$ cat src/rtl/rr_encoder_4to2_if.sv
// Request/selection bundle for the 4-to-2 round-robin encoder.
// master = encoder side, slave = requester/consumer side.
interface rr_encoder_4to2_if;
  logic [3:0] req;
  logic       out_ready;
  logic       out_valid;
  logic [1:0] out_sel;
  logic [3:0] grant;

  modport master (
    input  req, out_ready,
    output out_valid, out_sel, grant
  );

  modport slave (
    output req, out_ready,
    input  out_valid, out_sel, grant
  );
endinterface

$ cat src/rtl/rr_encoder_4to2.sv
// Round-robin 4-to-2 priority encoder with a valid/ready output stage.
// Every output comes straight from a flop; ptr remembers the last accepted index.
module rr_encoder_4to2 #(
  parameter bit LOCK = 1'b1
) (
  input  logic                clk,
  input  logic                reset,
  rr_encoder_4to2_if.master   bus
);

  typedef enum logic {IDLE = 1'b0, HOLD = 1'b1} state_t;

  state_t     state_q, state_d;
  logic [1:0] ptr_q, ptr_d;
  logic [1:0] sel_q, sel_d;
  logic [3:0] gnt_q, gnt_d;
  logic       any_req;
  logic       sel_held;

  // First set bit scanning p+1, p+2, p+3, p: index p itself ranks last.
  function automatic logic [1:0] rr_pick(input logic [3:0] r, input logic [1:0] p);
    logic [1:0] idx;
    rr_pick = p;
    for (int k = 4; k >= 1; k--) begin
      idx = p + k[1:0];
      if (r[idx]) rr_pick = idx;
    end
  endfunction

  assign any_req  = |bus.req;
  assign sel_held = bus.req[sel_q];

  always_comb begin
    state_d = state_q;
    ptr_d   = ptr_q;
    sel_d   = sel_q;
    case (state_q)
      IDLE: begin
        if (any_req) begin
          state_d = HOLD;
          sel_d   = rr_pick(bus.req, ptr_q);
        end
      end
      HOLD: begin
        if (bus.out_ready) begin
          // Accept: arbitrate against the just-accepted index as the new pointer.
          ptr_d = sel_q;
          if (any_req) sel_d   = rr_pick(bus.req, sel_q);
          else         state_d = IDLE;
        end else if (!LOCK && !sel_held) begin
          if (any_req) sel_d   = rr_pick(bus.req, ptr_q);
          else         state_d = IDLE;
        end
      end
      default: state_d = IDLE;
    endcase
    gnt_d = (state_d == HOLD) ? (4'b0001 << sel_d) : 4'b0000;
  end

  always_ff @(posedge clk or negedge reset) begin
    if (!reset) begin
      state_q <= IDLE;
      ptr_q   <= 2'b11;
      sel_q   <= 2'b00;
      gnt_q   <= 4'b0000;
    end else begin
      state_q <= state_d;
      ptr_q   <= ptr_d;
      sel_q   <= sel_d;
      gnt_q   <= gnt_d;
    end
  end

  assign bus.out_valid = (state_q == HOLD);
  assign bus.out_sel   = sel_q;
  assign bus.grant     = gnt_q;

endmodule

$ cat src/flat_wrapper.sv
// flat-port wrapper written by rule: the top's interface ports become plain ports
module rr_encoder_4to2_flat 
#(
  parameter bit LOCK = 1'b1
)
  (clk, reset, bus_req, bus_out_ready, bus_out_valid, bus_out_sel, bus_grant);
  rr_encoder_4to2_if bus_i ();
  input  logic clk;
  input  logic reset;
  input wire logic [$bits(bus_i.req)-1:0] bus_req;
  input wire logic [$bits(bus_i.out_ready)-1:0] bus_out_ready;
  output wire logic [$bits(bus_i.out_valid)-1:0] bus_out_valid;
  output wire logic [$bits(bus_i.out_sel)-1:0] bus_out_sel;
  output wire logic [$bits(bus_i.grant)-1:0] bus_grant;
  assign bus_i.req = bus_req;
  assign bus_i.out_ready = bus_out_ready;
  assign bus_out_valid = bus_i.out_valid;
  assign bus_out_sel = bus_i.out_sel;
  assign bus_grant = bus_i.grant;
  rr_encoder_4to2 #(.LOCK(LOCK)) u_core (.clk(clk), .reset(reset), .bus(bus_i));
endmodule
$ cat config.mk
export PLATFORM = sky130hd
export DESIGN_NAME = rr_encoder_4to2_flat
export DESIGN_NICKNAME = d
export VERILOG_FILES = /design/src/rtl/rr_encoder_4to2_if.sv /design/src/rtl/rr_encoder_4to2.sv /design/src/flat_wrapper.sv
export SDC_FILE = /design/constraint.sdc
export NUM_CORES = 1
export LEC_CHECK = 0
export CORE_AREA = 4 4 41 43
export DETAILED_ROUTE_END_ITERATION = 10
export DIE_AREA = 0 0 45 47
export GPL_ROUTABILITY_DRIVEN = 0
export GPL_TIMING_DRIVEN = 0
export PLACE_DENSITY = 0.71
export SYNTH_ARGS = -nofsm -noshare
export SYNTH_HDL_FRONTEND = slang
export SYNTH_SLANG_ARGS = --single-unit
$ cat constraint.sdc
create_clock -name clk -period 3.04 [get_ports clk]
set_clock_uncertainty 0.1 [all_clocks]
set_input_delay 0.304 -clock clk [delete_from_list [all_inputs] [get_ports clk]]
set_output_delay 0.304 -clock clk [all_outputs]
set_load 0.03 [all_outputs]
==> flow_summary.ini <==
[status]
status = complete, no violations

[clock_tree]
hold_buffers = 0
cts_made_buffers = 3
h-tree-depth = 1
cts_tree = done
root_buffer = clkbuf_4
clock_path_buffers = 2
cts_setup_buffers = 0
clk_pin_slew_ps = 60
clock-sinks = 9
cts_resized = 0
clk_latency_ps = 250

[synthesis]
synth-edff-count = 0
syn-cell-area_um2 = 581
yosysUniqueCellTypes = 28
avgSynthCellArea_um2 = 8.54
synth_seq_cells = 9
synthCells = 68
synth-seq-area-share_pct = 39.2
ys.warnings.count = 0
synth_nets = 75
synth_common_cells = nand2_1, dfrtp_1, a21oi_1, nor2_1
ys.flop_type = dfrtp_1
synthArstFlopShare_pct = 100
synthTopCellsByArea = dfrtp_1, dfstp_2, nand2b_1
yosysMostFrequentCell = nand2_1
synth_top_area_share_pct = 30.2
synth_area_leader_cell = dfrtp_1

[routing]
routedWlPerCell_um = 12.4
via_count = 537
viasPerCell = 5.42
antenna_left = 0
wirelength_mm = 1.22
first_pass_iters = 4
drc = 0
drtIter0Drc = 13

[pwr]
p_int_w = 0.000387
combPwrFrac_pct = 53.5
powerDensity_mw_per_mm2 = 862
max-vdd-ir-drop_mv = 0.390
pwr-share-seq_pct = 32.7
p_clk_share_pct = 13.8
netSwitchingFraction_pct = 39.8
p_sw_w = 0.000256
p_leak_nw = 0.309

[sta]
worst_slew_pin_slew_ps = 454
max_freq_mhz = 524
setup_viol = 0
whs_ps = 236
rsz0062_at_grt = no
tns_ps = 0
fin_crit_sh_pct = 62.8
slew_violations = 0
finalCriticalPeriod_ps = 1910
maxSlewHeadroom_pct = 69.4
hold_viol = 0

[placed_design]
portBuffers = 12
dp_hpwl_um = 991

[worst_setup_path]
worstPathArrival_ps = 1510
cp-start-kind = flip-flop
startpoint = u_core.bus.out_sel[0]$_DFF_PN0_
crit_fanout = 9
reg2regPathDepth = 8
path_delay_family = buffers and inverters
crit_chain = clkdlybuf4s50_1
cp_data_required_time_ps = 2640
worstSetupPathType = flip-flop to primary output
r2r-start = u_core.bus.out_sel[1]$_DFF_PN0_
cp_slowest_cell = clkdlybuf4s50_1
critPathBufInv = 1
slowest_delay_ps = 730
cp-end-kind = primary output
worst-r2r-setup-slack_ps = 1290
timing.rr.end = u_core.bus.grant[3]$_DFF_PN0_

[layout]
multiInputGateArea_um2 = 325
seq_area_um2 = 228
fillers = 139
fin_nets = 92
drive_above_1_share_pct = 16.7
area_growth_pct = 28.4
diodes = 0

[grt]
grt_pass1_wl_mm = 2.02
grt_usage_pct = 13.3
grt_max_degree = 11
gr-total-overflow = 0
antenna_found_initial = 0
grt_pass1_vias = 500

[floorplan]
die_h_um = 47
initial_utilization_pct = 44.6
core_area_mm2 = 0.00130
row_count = 13
ios = 14
die_w_um = 45
dieArea_mm2 = 0.00212

[hold_path]
hold_class = input pin to async pin

[flow_run]
drv_cap = 0
-- layout make-up --
| cell class | count | area share (%) |
|---|---|---|
| multi-input cells | 53 | 43.6 |
| flip-flops and latches | 9 | 30.5 |
| repair buffers | 12 | 16.1 |
| clock buffers | 4 | 3.52 |
| well taps | 15 | 2.52 |
| plain buffers | 3 | 2.18 |
| inverters | 3 | 1.51 |
-- cells by family (layout without fill, tap and decap cells) --
family | after synthesis | count (layout) | synth area share, %
multiplexers | 2 | 2 | 3.88
buffers and inverters | 6 | 22 | 4.74
AO/OA/AOI/OAI | 23 | 23 | 25.2
AND/OR/NAND/NOR | 28 | 28 | 26.9
flip-flops | 9 | 9 | 39.2
-- cells in the final DEF, fill, tap and decap left out --
master / n
nand3_1: 1
o21ai_1: 3
a22o_1: 1
nand2b_1: 5
a31o_1: 1
nor4_2: 1
dfrtp_1: 7
clkbuf_1: 2
clkdlybuf4s50_1: 12
nor2_1: 6
nand2_1: 8
a2bb2oi_1: 1
nor2b_1: 2
o21ai_0: 5
inv_2: 1
and4_4: 1
o22ai_1: 3
o32ai_2: 1
a21o_1: 2
and2_1: 1
and3b_1: 1
buf_2: 1
nor3b_1: 1
dfstp_2: 2
buf_4: 1
a21oi_1: 6
inv_1: 2
clkbuf_4: 3
and2_4: 1
mux2_2: 2
-- routing by layer --
layer  share of wire, %  global-route usage, %  vias up
met5                  0                      0        -
met2                 52                   21.8        6
met1                 45                   16.0      258
met3                2.2                   4.98        0
li1                   -                      -      273
met4                  0                   5.26        0
-- worst max path at each step --
stage / to / slack, ps / cells past startpoint
6_report: bus_out_sel[0] / 1130 / 1
3_5_place_dp: u_core.bus.grant[3]$_DFF_PN0_ / 890 / 7
4_1_cts: bus_out_sel[0] / 1120 / 1
2_1_floorplan: u_core.bus.grant[3]$_DFF_PN0_ / 1210 / 8
5_1_grt: u_core.bus.grant[3]$_DFF_PN0_ / 1040 / 8
3_3_place_gp: u_core.bus.grant[3]$_DFF_PN0_ / 900 / 7
-- power by group through the flow --
stage | registers, W | logic, W | clock network (W)
floorplan | 0.000274 | 0.000164 | 0
global placement | 0.000211 | 0.000340 | 0
detailed placement | 0.000213 | 0.000346 | 0
CTS | 0.000211 | 0.000347 | 0.0000927
global route | 0.000217 | 0.000373 | 0.000103
finish | 0.000210 | 0.000344 | 0.0000888
-- flip-flops by register name (all words and copies together) (netlist names) --
signal	count
u_core.bus.grant	4
u_core.ptr_q	2
u_core.bus.out_sel	2
u_core.bus.out_valid	1
-- stage by stage --
stage | area, µm² | util [%] | total power (W) | worst slack [ps] | cells
CTS | 746 | 57.3 | 0.000651 | 1120 | 99
floorplan | 581 | - | 0.000438 | 1210 | 68
detailed placement | 719 | 55.3 | 0.000559 | 892 | 95
global placement | 719 | 55.3 | 0.000551 | 903 | 95
finish | 746 | 57.3 | 0.000643 | 1130 | 99
global route | 746 | 57.3 | 0.000694 | 1040 | 99
No activity file was read; power rests on OpenSTA's default activity.
